**config.mk**
```make
export PLATFORM = sky130hd
export DESIGN_NAME = multicycle_alu
export DESIGN_NICKNAME = d
export VERILOG_FILES = /design/src/rtl/multicycle_alu.sv
export SDC_FILE = /design/constraint.sdc
export NUM_CORES = 1
export LEC_CHECK = 0
export ABC_AREA = 1
export BUFFER_PORTS_ARGS = -buffer_cell sky130_fd_sc_hd__buf_2
export CORE_MARGIN = 2
export CORE_UTILIZATION = 45
export CTS_CLUSTER_DIAMETER = 40
export DETAILED_ROUTE_END_ITERATION = 8
export GPL_TIMING_DRIVEN = 1
export PLACE_DENSITY_LB_ADDON = 0.25
export SKIP_CTS_REPAIR_TIMING = 1
export SYNTH_ARGS = -nofsm -noshare
export SYNTH_HDL_FRONTEND = slang
export SYNTH_SLANG_ARGS = --single-unit
```
**constraint.sdc**
```tcl
create_clock -name clk -period 2 [get_ports clk]
set_input_delay 0.2 -clock clk [delete_from_list [all_inputs] [get_ports clk]]
set_output_delay 0.2 -clock clk [all_outputs]
set_load 0.1 [all_outputs]
```
**src/rtl/multicycle_alu.sv**
```systemverilog
`default_nettype none
// +--------------------------------------------------------------------------+
// | Module   : multicycle_alu                                                |
// | Purpose  : Execute-stage ALU with valid/ready handshakes and iterative   |
// |            shifts. Define ALU_FAST_SHIFT_EN for up to 4 bits per cycle.  |
// | Revision : 1.0 - initial release                                         |
// +--------------------------------------------------------------------------+
module multicycle_alu #(
    parameter int DATA_WIDTH = 32,
    parameter int OP_WIDTH   = 4
) (
    input  logic                  clk,
    input  logic                  rst_n,
    input  logic                  flush,
    input  logic                  in_valid,
    output logic                  in_ready,
    input  logic [OP_WIDTH-1:0]   Operation,
    input  logic [DATA_WIDTH-1:0] SrcA,
    input  logic [DATA_WIDTH-1:0] SrcB,
    output logic                  out_valid,
    input  logic                  out_ready,
    output logic [DATA_WIDTH-1:0] ALUResult,
    output logic                  Zero
);
    localparam int CW = $clog2(DATA_WIDTH);

    localparam logic [OP_WIDTH-1:0] c_OP_AND = 4'b0000;
    localparam logic [OP_WIDTH-1:0] c_OP_OR  = 4'b0001;
    localparam logic [OP_WIDTH-1:0] c_OP_ADD = 4'b0010;
    localparam logic [OP_WIDTH-1:0] c_OP_SUB = 4'b0011;
    localparam logic [OP_WIDTH-1:0] c_OP_XOR = 4'b0100;
    localparam logic [OP_WIDTH-1:0] c_OP_SLT = 4'b0101;
    localparam logic [OP_WIDTH-1:0] c_OP_LUI = 4'b0110;
    localparam logic [OP_WIDTH-1:0] c_OP_SRL = 4'b0111;
    localparam logic [OP_WIDTH-1:0] c_OP_EQ  = 4'b1000;
    localparam logic [OP_WIDTH-1:0] c_OP_SLL = 4'b1001;
    localparam logic [OP_WIDTH-1:0] c_OP_SRA = 4'b1010;
    localparam logic [OP_WIDTH-1:0] c_OP_LT  = 4'b1100;
    localparam logic [OP_WIDTH-1:0] c_OP_GE  = 4'b1111;

    typedef enum logic [1:0] {
        S_IDLE  = 2'd0,
        S_SHIFT = 2'd1,
        S_DONE  = 2'd2
    } state_t;

    state_t                r_state;
    logic [OP_WIDTH-1:0]   r_op;
    logic [DATA_WIDTH-1:0] r_work;
    logic [CW-1:0]         r_count;

    logic [DATA_WIDTH-1:0] w_result;
    logic [DATA_WIDTH-1:0] w_shifted;
    logic [CW-1:0]         w_shamt;
    logic [CW-1:0]         w_step;
    logic                  w_is_shift;
    logic                  w_lt;

    assign w_shamt    = SrcB[CW-1:0];
    assign w_is_shift = (Operation == c_OP_SRL) || (Operation == c_OP_SLL) ||
                        (Operation == c_OP_SRA);
    assign w_lt       = $signed(SrcA) < $signed(SrcB);

    // Single-cycle datapath; shift ops only land here when shamt is zero.
    always_comb begin
        w_result = '0;
        case (Operation)
            c_OP_AND: w_result = SrcA & SrcB;
            c_OP_OR:  w_result = SrcA | SrcB;
            c_OP_ADD: w_result = SrcA + SrcB;
            c_OP_SUB: w_result = SrcA - SrcB;
            c_OP_XOR: w_result = SrcA ^ SrcB;
            c_OP_SLT,
            c_OP_LT:  w_result = {{(DATA_WIDTH-1){1'b0}}, w_lt};
            c_OP_GE:  w_result = {{(DATA_WIDTH-1){1'b0}}, ~w_lt};
            c_OP_EQ:  w_result = {{(DATA_WIDTH-1){1'b0}}, SrcA == SrcB};
            c_OP_LUI: w_result = SrcB;
            c_OP_SRL,
            c_OP_SLL,
            c_OP_SRA: w_result = SrcA;
            default:  w_result = '0;
        endcase
    end

`ifdef ALU_FAST_SHIFT_EN
    assign w_step = (r_count > CW'(4)) ? CW'(4) : r_count;
`else
    assign w_step = CW'(1);
`endif

    // The working register keeps the captured sign bit, so SRA fills correctly.
    always_comb begin
        w_shifted = r_work >> w_step;
        case (r_op)
            c_OP_SLL: w_shifted = r_work << w_step;
            c_OP_SRA: w_shifted = $signed(r_work) >>> w_step;
            default:  w_shifted = r_work >> w_step;
        endcase
    end

    always_ff @(posedge clk or negedge rst_n) begin
        if (!rst_n) begin
            r_state   <= S_IDLE;
            r_op      <= '0;
            r_work    <= '0;
            r_count   <= '0;
            ALUResult <= '0;
            Zero      <= 1'b0;
            in_ready  <= 1'b1;
            out_valid <= 1'b0;
        end else if (flush) begin
            r_state   <= S_IDLE;
            r_count   <= '0;
            in_ready  <= 1'b1;
            out_valid <= 1'b0;
        end else begin
            case (r_state)
                S_IDLE: begin
                    if (in_valid) begin
                        r_op     <= Operation;
                        in_ready <= 1'b0;
                        if (w_is_shift && (w_shamt != '0)) begin
                            r_work  <= SrcA;
                            r_count <= w_shamt;
                            r_state <= S_SHIFT;
                        end else begin
                            ALUResult <= w_result;
                            Zero      <= (w_result == '0);
                            out_valid <= 1'b1;
                            r_state   <= S_DONE;
                        end
                    end
                end
                S_SHIFT: begin
                    r_work  <= w_shifted;
                    r_count <= r_count - w_step;
                    if (r_count == w_step) begin
                        ALUResult <= w_shifted;
                        Zero      <= (w_shifted == '0);
                        out_valid <= 1'b1;
                        r_state   <= S_DONE;
                    end
                end
                S_DONE: begin
                    if (out_ready) begin
                        out_valid <= 1'b0;
                        in_ready  <= 1'b1;
                        r_state   <= S_IDLE;
                    end
                end
                default: begin
                    r_state   <= S_IDLE;
                    in_ready  <= 1'b1;
                    out_valid <= 1'b0;
                end
            endcase
        end
    end

endmodule
`default_nettype wire
```
Yosys cells after proc, flatten, opt, wreduce, memory -nomap -nowiden:

Index checks and enable logic that the tools add are counted.

* output and inout port bits: 35
* input bits: 73
* ROM bits: 0
* memories: 0
* register bits after elaboration: 78
* latch bits: 0
* logic and storage cells: 97
* bits in writable memories: 0

* muxes and demuxes: 33
* $mul: 0
* add/sub/neg operators: 3
* divide/modulo/power cells: 0
* reductions and logical operators: 19
* bitwise operators: 5
* eq/ne operators: 28
* shifts and indexed selects: 0
* magnitude comparators: 1

Operators with widths (number)
* one-hot mux 32 bit (10 select lines): 1
* one-hot mux 32 bit (2 select lines): 3
* 2-to-1 mux 32 bit: 5
* logical NOT 32 bit: 2
* adder 32 bit: 1
* AND 32 bit: 1
* == test 32 bit: 1
* less-than comparator 32 bit: 1
* OR 32 bit: 1
* subtractor 32 bit: 1
* XOR 32 bit: 1
* == test 4 bit, second input constant: 7
* == test 4 x 3 -> 1 bit, second input constant: 4
* 2-to-1 mux 5 bit: 3
* != test 3 bit, second input constant: 5
* AND reduction 3 bit: 4
* 2-to-1 mux 1 bit: 11
* 2-to-1 mux 2 bit: 5
* != test 2 bit, second input constant: 5
* one-hot mux 5 bit (2 select lines): 1
* == test 4 x 2 -> 1 bit, second input constant: 2
* AND reduction 4 bit: 2
* one-hot mux 1 bit (3 select lines): 2
* one-hot mux 2 bit (3 select lines): 1
* other kinds (17): 19

Longest topological paths before layout:

Gate-level depths: netlist (run 1).

* depth in word-level cells: 8
* gate-level depth with buffers: 22
* mapped depth without buffers: 21

Worst setup path after synthesis (run 1):

No wires, ideal clock.

* path type: input to register
* from: input SrcA[0]
* to: register Zero
* data required time: 1.922 ns
* path slack: -0.128 ns
* setup time: 0.078 ns
* path buffers: 0
* stages on the path: 20
* data arrival time: 2.050 ns
* cells stage by stage: ha_1 -> inv_1 -> fa_1 -> inv_1 -> nand3_1 -> nand3_1 -> nand2_1 -> nand2_1 -> nand2_1 -> nand2_1 -> nand2_1 -> nand3_1 -> nand3_1 -> nor2_1 -> nand2_1 -> nor2_1 -> nand2_1 -> nor2_1 -> nand3_1 -> a21oi_1

* word-level cells in the longest chain between the ends: 7
* elaborated cells between the ends (all ways): 13
* classes of those cells: add/sub (2); order compare (1); eq/ne (1); mux (4); bitwise (4); reduce/logical (1)

RTL lines
* start, declared: line 18 `input logic [DATA_WIDTH-1:0] SrcA,`
* less-than comparator 32 bit: line 62 `assign w_lt = $signed(SrcA) < $signed(SrcB);`
* inverter 1 bit: line 75 `c_OP_GE: w_result = {{(DATA_WIDTH-1){1'b0}}, ~w_lt};`
* one-hot mux 32 bit (10 select lines) (*): line 67 `case (Operation)`
* logical NOT 32 bit (*): line 128 `Zero <= (w_result == '0);`
* 2-to-1 mux 1 bit (*): line 122 `if (w_is_shift && (w_shamt != '0)) begin`
* 2-to-1 mux 1 bit (*): line 119 `if (in_valid) begin`
* one-hot mux 1 bit (2 select lines) (*): line 117 `case (r_state)`
* end signal, assigned: line 128
* end signal, assigned: line 139 `Zero <= (w_shifted == '0);`
* end, declared: line 23 `output logic Zero`

Mark *: on every way between the ends. The rest lies on a longest branch, timed or not. The select of a mux whose other input is x is not followed.
A chain may end at the register's enable or synchronous reset.

Worst setup path after layout (run 1):

* from: input Operation[3]
* to: register Zero

* word-level cells in the longest chain between the ends: 7
* elaborated cells between the ends (all ways): 25
* classes of those cells: eq/ne (13); mux (4); reduce/logical (8)

RTL lines
* start, declared: line 17 `input logic [OP_WIDTH-1:0] Operation,`
* == test 4 x 3 -> 1 bit (tied with other cells): line 60, 67
* OR reduction 3 bit or OR reduction 2 bit (tied branches): line 67
* one-hot mux 32 bit (10 select lines): line 67
* logical NOT 32 bit: line 128
* 2-to-1 mux 1 bit: line 122
* 2-to-1 mux 1 bit: line 119
* one-hot mux 1 bit (2 select lines): line 117

Several ways; a longest one is shown, not always the timed one. The select of a mux whose other input is x is not followed.

==> flow_summary.ini, run 1 <==
[setup_path]
start_kind = input pin
crit_arrival_ns = 2.53
worstPathMaxFanout = 12
cp-end-kind = flop
r2r_slack_ns = -0.14
required_ns = 2.26
crit_type = input pin to flop

[logic_synthesis]
synth_top_area_cell = nand2_1
synth_seq_cells = 78
synth_area_leaders = nand2_1, dfrtp_1, ha_1
synth_edf_count = 0
synth_warnings = 0
netlist_area_um2 = 11000
async_reset_ff_frac = 1.00
syn_avg_cell_area_um2 = 5.68
yosysUniqueCellTypes = 42
syn_nets = 2115
synth_seq_area_share = 0.178
synth_ff_type = dfrtp_1
syn_inst = 1930
synth_top_area_share = 0.206

[drt]
wire_per_inst_um = 19.1
drtAntennaViolNets = 0
avgViaCountPerCell = 5.54
vias = 15400
first_pass_iters = 6
drtIter0Drc = 1708
wl_um = 52900
drcViolationCount = 0

[place]
hpwl_um = 41500
gp_congestion = 1.01
numPortBuffers = 107

[clock_network]
numCtsBuffers = 9
clockBufferDepth = 2
cts.sinks = 78
cts-root-buf = clkbuf_16
h-tree-depth = 3
cts_tree = yes
clk_pin_slew_ns = 0.06
clk_latency_ns = 0.34

[finish]
final_cell_mix = nand2_1, buf_4, inv_1
drive_above_1_share = 0.420
mostFrequentLayoutCell = nand2_1
num_antenna_cells = 0
nets = 2628
area_delta_synth_final_pct = 61.1

[floorplanning]
die-area_um2 = 25600
ios = 108
core_area_um2 = 24100
dieWidth_um = 160
initial_core_util = 0.454
fp-row-count = 57
chipHeight_um = 160

[global_route]
grt_pass1_vias = 13800
grtUsageTotal = 0.378
grt_pass1_wl_um = 74900
grt_max_degree = 65
gr-total-overflow = 0
antenna_found_initial = 0

[sta]
fin_worst_skew_ns = 0.0113
finalWorstSetupSlack_ns = -0.269
slew-limit-headroom = 0.560
fin_hold_ws_ns = 0.240
setup_violations = 7
post-route-period-util = 1.13
tightest_slew_ns = 0.653
slew_viol_final = 0
fmax_ghz = 0.441
finalCriticalPeriod_ns = 2.27
hold_viol = 0
rsz0062_at_grt = true

[power]
powerDensity_nw_per_um2 = 832
peakVddDrop_mv = 1.24
finalPower_mw = 14.7
static-leakage-power_nw = 9.11

[run_status]
status = finished, violations left
violations = negative setup slack

[worst_hold_path]
holdCritPathClass = input pin to flop

[job]
max-cap-violations = 0
[through the flow]
| stage | setup slack (ns) | setup TNS (ns) | utilization | cells | instance area, µm² |
|---|---|---|---|---|---|
| finish | -0.269 | -0.621 | 0.732 | 2772 | 17600 |
| global route | -0.400 | -2.18 | 0.732 | 2772 | 17600 |
| CTS | -0.608 | -4.45 | 0.635 | 2737 | 15300 |
| detailed placement | -0.938 | -17.87 | 0.624 | 2721 | 15000 |
| global placement | -0.940 | -17.90 | 0.624 | 2721 | 15000 |
| floorplan | -0.00248 | -0.00248 | - | 1930 | 11000 |
[logic make-up (layout without fill, tap and decap cells)]
| logic type | Yosys count | in the layout | synth area share |
|---|---|---|---|
| XOR/XNOR | 1 | 1 | 0.000800 |
| AO/OA/AOI/OAI | 287 | 287 | 0.150 |
| flip-flops | 78 | 78 | 0.178 |
| adder cells (fa/ha/maj) | 112 | 112 | 0.129 |
| AND/OR/NAND/NOR | 1069 | 1069 | 0.402 |
| buffers and inverters | 383 | 901 | 0.140 |
[area by class of cell]
type / count / area (µm²)
Multi-Input combinational cell: 1469 / 9380
Fill cell: 2080 / 6460
Timing Repair Buffer: 573 / 4450
Sequential cell: 78 / 1950
Inverter: 312 / 1190
Tap cell: 324 / 405
Clock buffer: 14 / 254
Clock inverter: 2 / 10.0
[registers in the layout (all words and copies together) (netlist names)]
signal and flops:
r_count 5, r_op 4, out_valid 1, in_ready 1, Zero 1, r_work 32
ALUResult 32, r_state 2
[synthesized netlist by cell type (all sizes together) (22+ instances only)]
cell and n:
nand3 164, clkbuf 24, o21ai 101, o22ai 41, ha 110, a21oi 61
nand2 606, buf 47, nand4 22, dfrtp 77, nor3 26, a31oi 51
nor2 229, inv 311
[worst paths after layout]
| check | from | cells past startpoint | endpoint |
|---|---|---|---|
| worst min register to register | out_valid | 2 | out_valid |
| worst max-delay path | Operation[3] | 17 | Zero |
| worst min-delay path | out_ready | 3 | r_state[0] |
| worst max register to register | r_op[1] | 11 | Zero |
| min in group asynchronous | rst_n | 2 | ALUResult[6] |
| max in group asynchronous | rst_n | 3 | r_work[31] |
[report_power, final]
group	total, mW	leakage [nW]	internal, mW	switching [mW]
sequential	2.86	0.919	2.35	0.509
clock	1.49	0.131	0.872	0.617
combinational	10.3	8.06	3.22	7.11
[worst max-delay path, stage by stage]
cell      delay, ns
buf_2          0.15
inv_2          0.07
nand2_2        0.13
inv_1          0.07
nand2_1        0.13
buf_4          0.30
o21ai_0        0.14
a211oi_1       0.29
buf_4          0.20
nand3_4        0.09
nor2_2         0.11
nand2_1        0.09
nor2_1         0.11
nand2_1        0.06
nor2_1         0.10
nand3_1        0.12
a21oi_2        0.17
[per-layer routing]
metal	vias to the layer above	routed length, µm	track usage
met1	7153	21100	0.509
li1	7201	-	-
met3	169	5990	0.101
met5	-	0	0
met4	0	2390	0.135
met2	841	23300	0.584
Power figures use the tool's default switching activity.
==> run 2, diff against run 1 <==
CORE_ASPECT_RATIO = 1.25   (was not set)
==> flow_summary.ini, run 2 (same netlist as run 1, synthesis figures left out) <==
[run_status]
status = finished, violations left
violations = negative hold slack, negative setup slack

[drt]
drtAntennaViolNets = 0
wire_per_inst_um = 19.5
drtIter0Drc = 1315
avgViaCountPerCell = 5.52
first_pass_iters = 6
vias = 15400
drcViolationCount = 0
wl_um = 54400

[floorplanning]
fp-row-count = 63
dieWidth_um = 144
die-area_um2 = 25600
ios = 108
initial_core_util = 0.460
chipHeight_um = 178
core_area_um2 = 23800

[setup_path]
worstPathMaxFanout = 3
crit_family = simple AND/OR/NAND/NOR gates
cp_slowest_cell = fa_2
max_stage_delay_ns = 0.42
worstPathCellList = buf_12 > inv_6 > ha_4 > fa_2 > inv_2 > nand2_2 > nand2_2 > nand2_2 > inv_2 > nand2_4 > nand3_4 > nand2_1 > nand3_1 > nand3_2 > nor2_1 > nand2_1 > nor2_2 > nand2_2 > nor2_4 > nand3_2 > a21oi_2
start_kind = input pin
cp-end-kind = flop
crit_arrival_ns = 2.58
required_ns = 2.28
crit_buf_inv = 4
crit_top_cell = nand2_2
crit_type = input pin to flop

[global_route]
grt_pass1_wl_um = 77700
gr-total-overflow = 0
grt_pass1_vias = 14100
grtUsageTotal = 0.401
grt_max_degree = 63
antenna_found_initial = 2

[sta]
tns_ns = -0.568
tightest_slew_ns = 0.799
rsz0062_at_grt = true
slew-limit-headroom = 0.467
finalWorstSetupSlack_ns = -0.298
hold_viol = 59
setup_violations = 4
post-route-period-util = 1.15
slew_viol_final = 0
finalCriticalPeriod_ns = 2.30
fin_worst_skew_ns = 0.00697
fmax_ghz = 0.435
fin_hold_ws_ns = -0.0747

[clock_network]
clk_pin_slew_ns = 0.06
cts.sinks = 78
cts-root-buf = clkbuf_16
cts_tree = yes
h-tree-depth = 3
clk_latency_ns = 0.34
numCtsBuffers = 9
clockBufferDepth = 2

[finish]
reg.largest.list = ALUResult x32, r_work x32, r_count x5
mostFrequentLayoutCell = nand2_1
nets = 2640
drive_above_1_share = 0.398
area_delta_synth_final_pct = 59.9
final_cell_mix = nand2_1, buf_4, inv_1
final_util = 0.736

[place]
hpwl_um = 42900
post-place-ws_ns = -1.17
gp_congestion = 1.04
numPortBuffers = 107

[power]
peakVddDrop_mv = 0.769
finalPower_mw = 14.9
powerDensity_nw_per_um2 = 854
static-leakage-power_nw = 9.15

[worst_hold_path]
holdCritPathClass = input pin to asynchronous set/reset pin

[job]
max-cap-violations = 0
==> run 2: worst paths after layout <==
check | from | to | slack [ns] | cells after the start
min in group clk | out_ready | r_state[0] | 0.24 | 3
max in group asynchronous | rst_n | ALUResult[21] | 1.39 | 2
worst max register to register | r_op[2] | Zero | -0.22 | 13
worst min-delay path | rst_n | r_count[0] | -0.07 | 1
worst min register to register | out_valid | out_valid | 0.48 | 2
worst max-delay path | SrcA[0] | Zero | -0.30 | 21
==> run 2: power by group <==
| part | switching, mW | leakage [nW] | internal (mW) |
|---|---|---|---|
| clock | 0.668 | 0.166 | 1.22 |
| sequential | 0.527 | 0.919 | 2.35 |
| combinational | 7.02 | 8.06 | 3.16 |
==> run 2: worst reg2reg max path, stage by stage (launching register included) <==
cell,delay (ns)
dfrtp_1,0.38
inv_1,0.07
nand2_1,0.08
nor2_4,0.16
inv_1,0.26
nand2_1,0.14
o21ai_0,0.13
nor4_1,0.34
nand4_1,0.13
nor2_1,0.15
nand3b_1,0.09
nand2_1,0.06
inv_1,0.07
a21oi_2,0.11
==> run 2: per-stage QoR <==
| stage | instances | cell area, µm² |
|---|---|---|
| detailed placement | 2739 | 15200 |
| global route | 2785 | 17500 |
| global placement | 2739 | 15200 |
| finish | 2786 | 17500 |
| CTS | 2755 | 15500 |
| floorplan | 1930 | 11000 |
==> run 2: routing by layer <==
layer / part of all wire / global-route usage / vias to the layer above / routed length, µm
li1: - / - / 7230 / -
met2: 0.47 / 0.671 / 820 / 25500
met5: 0.00018 / 0 / - / 10
met1: 0.37 / 0.483 / 7100 / 20200
met3: 0.088 / 0.0617 / 213 / 4770
met4: 0.072 / 0.242 / 2 / 3890
==> run 2: final cells by class <==
type / count / area [µm²]
multi-input cells: 1469 / 9100
fillers: 2078 / 6300
repair buffers: 585 / 4520
flip-flops and latches: 78 / 1950
inverters: 312 / 1190
well taps: 325 / 407
clock buffers: 9 / 225
clock inverters: 7 / 120
diodes: 1 / 2.50
==> run 3, diff against run 2 <==
==> constraint.sdc (replaced) <==
create_clock -name clk -period 2 [get_ports clk]
set_input_delay 0 -clock clk [delete_from_list [all_inputs] [get_ports clk]]
set_output_delay 0 -clock clk [all_outputs]
set_load 0.1 [all_outputs]
==> flow_summary.ini, run 3 (same netlist as run 1, synthesis figures left out) <==
[power]
p_seq_frac = 0.196
peakVddDrop_mv = 0.661
internal_power_mw = 6.53
comb_power_share = 0.676
static-leakage-power_nw = 8.81
p_sw_frac = 0.549
p_sw_mw = 7.94
finalPower_mw = 14.5
p_clk_frac = 0.128
powerDensity_nw_per_um2 = 874

[job]
max-cap-violations = 0

[place]
numPortBuffers = 107
hpwl_um = 41000
post-place-ws_ns = -0.707
gp_congestion = 1.07
place_area_um2 = 14900

[sta]
finalWorstSetupSlack_ns = -0.308
hold_viol = 0
fin_hold_ws_ns = 0.0692
rsz0062_at_grt = true
slew_viol_final = 0
finalCriticalPeriod_ns = 2.31
post-route-period-util = 1.15
tightest_slew_ns = 0.783
slew-limit-headroom = 0.478
setup_violations = 2
fin_worst_skew_ns = 0.00988
fmax_ghz = 0.433

[finish]
multi_input_area_um2 = 8550
final_util = 0.695
area_delta_synth_final_pct = 51.1
nets = 2614
drive_above_1_share = 0.346
n_fill_cell = 2187
final_area_um2 = 16600
reg.largest.list = ALUResult x32, r_work x32, r_count x5
mostFrequentLayoutCell = nand2_1
seq_area_um2 = 1950
final_cell_mix = nand2_1, buf_4, inv_1

[setup_path]
crit_arrival_ns = 2.58
reg2reg_from = r_op[1]
cp-end-kind = flop
r2r_end = Zero
crit_type = flop to flop
required_ns = 2.27
start_kind = flop
rr_worst_depth = 13
r2r_slack_ns = -0.31
worstPathMaxFanout = 7

[run_status]
status = finished, violations left
violations = negative setup slack

[worst_hold_path]
holdCritPathClass = input pin to flop
whs_path_depth = 3
worstHoldEndpoint = r_state[0]
hold_path.startpoint = out_ready

[floorplanning]
initial_core_util = 0.460
die-area_um2 = 25600
ios = 108
dieWidth_um = 144
core_area_um2 = 23800
chipHeight_um = 178
fp-row-count = 63

[drt]
vias = 15100
drtIter0Drc = 1352
drtAntennaViolNets = 0
avgViaCountPerCell = 5.46
drcViolationCount = 0
wire_per_inst_um = 18.2
first_pass_iters = 6
wl_um = 50200

[global_route]
grt_pass1_vias = 13900
gr-total-overflow = 0
grtUsageTotal = 0.378
antenna_found_initial = 2
grt_max_degree = 63
grt_pass1_wl_um = 74200

[clock_network]
clk_latency_ns = 0.34
clk_pin_slew_ns = 0.06
cts_tree = yes
cts-root-buf = clkbuf_16
cts.sinks = 78
numCtsBuffers = 9
h-tree-depth = 3
clockBufferDepth = 2
[run 3: worst max path at each step]
stage | end | slack, ns | from
after floorplan | Zero | 0.07 | SrcA[0]
after global placement | Zero | -0.75 | SrcB[0]
after detailed placement | Zero | -0.71 | SrcB[0]
after CTS | Zero | -0.37 | SrcB[0]
after global routing | Zero | -0.37 | r_op[1]
final | Zero | -0.31 | r_op[1]
[run 3: per-layer routing]
layer / vias up / wire length (µm) / global-route usage
met1: 6930 / 19900 / 0.480
met2: 798 / 23300 / 0.634
met4: 2 / 2500 / 0.162
li1: 7157 / - / -
met3: 174 / 4500 / 0.0569
met5: - / 10 / 0
[run 3: power by group through the flow]
stage	Clock, mW	Sequential, mW	Combinational [mW]
after floorplan	0	5.29	3.41
after global placement	0	2.79	8.90
after detailed placement	0	2.83	8.99
after CTS	1.86	2.82	9.03
after global routing	1.94	2.92	10.4
final	1.85	2.84	9.78
[run 3: worst max-delay path, stage by stage, from the launching register on]
cell,delay [ns]
dfrtp_1,0.41
inv_2,0.06
nand2_2,0.05
nor2_4,0.17
clkinvlp_4,0.23
buf_4,0.20
nand2_1,0.05
nand2_1,0.12
nor4_1,0.32
nand4_1,0.19
nand3b_1,0.21
nand2_1,0.06
inv_1,0.05
a21oi_1,0.11
[run 3: area by class of cell]
cell class / count / share of cell area
Clock buffer: 10 / 0.0138
Sequential cell: 78 / 0.118
Antenna cell: 1 / 0.000151
Tap cell: 325 / 0.0246
Timing Repair Buffer: 559 / 0.249
Multi-Input combinational cell: 1469 / 0.517
Clock inverter: 6 / 0.00665
Inverter: 312 / 0.0714
[run 3: through the flow]
step	setup TNS, ns	cells
floorplan	0	1930
global placement	-7.83	2715
finish	-0.311	2760
global route	-0.612	2759
detailed placement	-7.92	2715
CTS	-1.44	2731
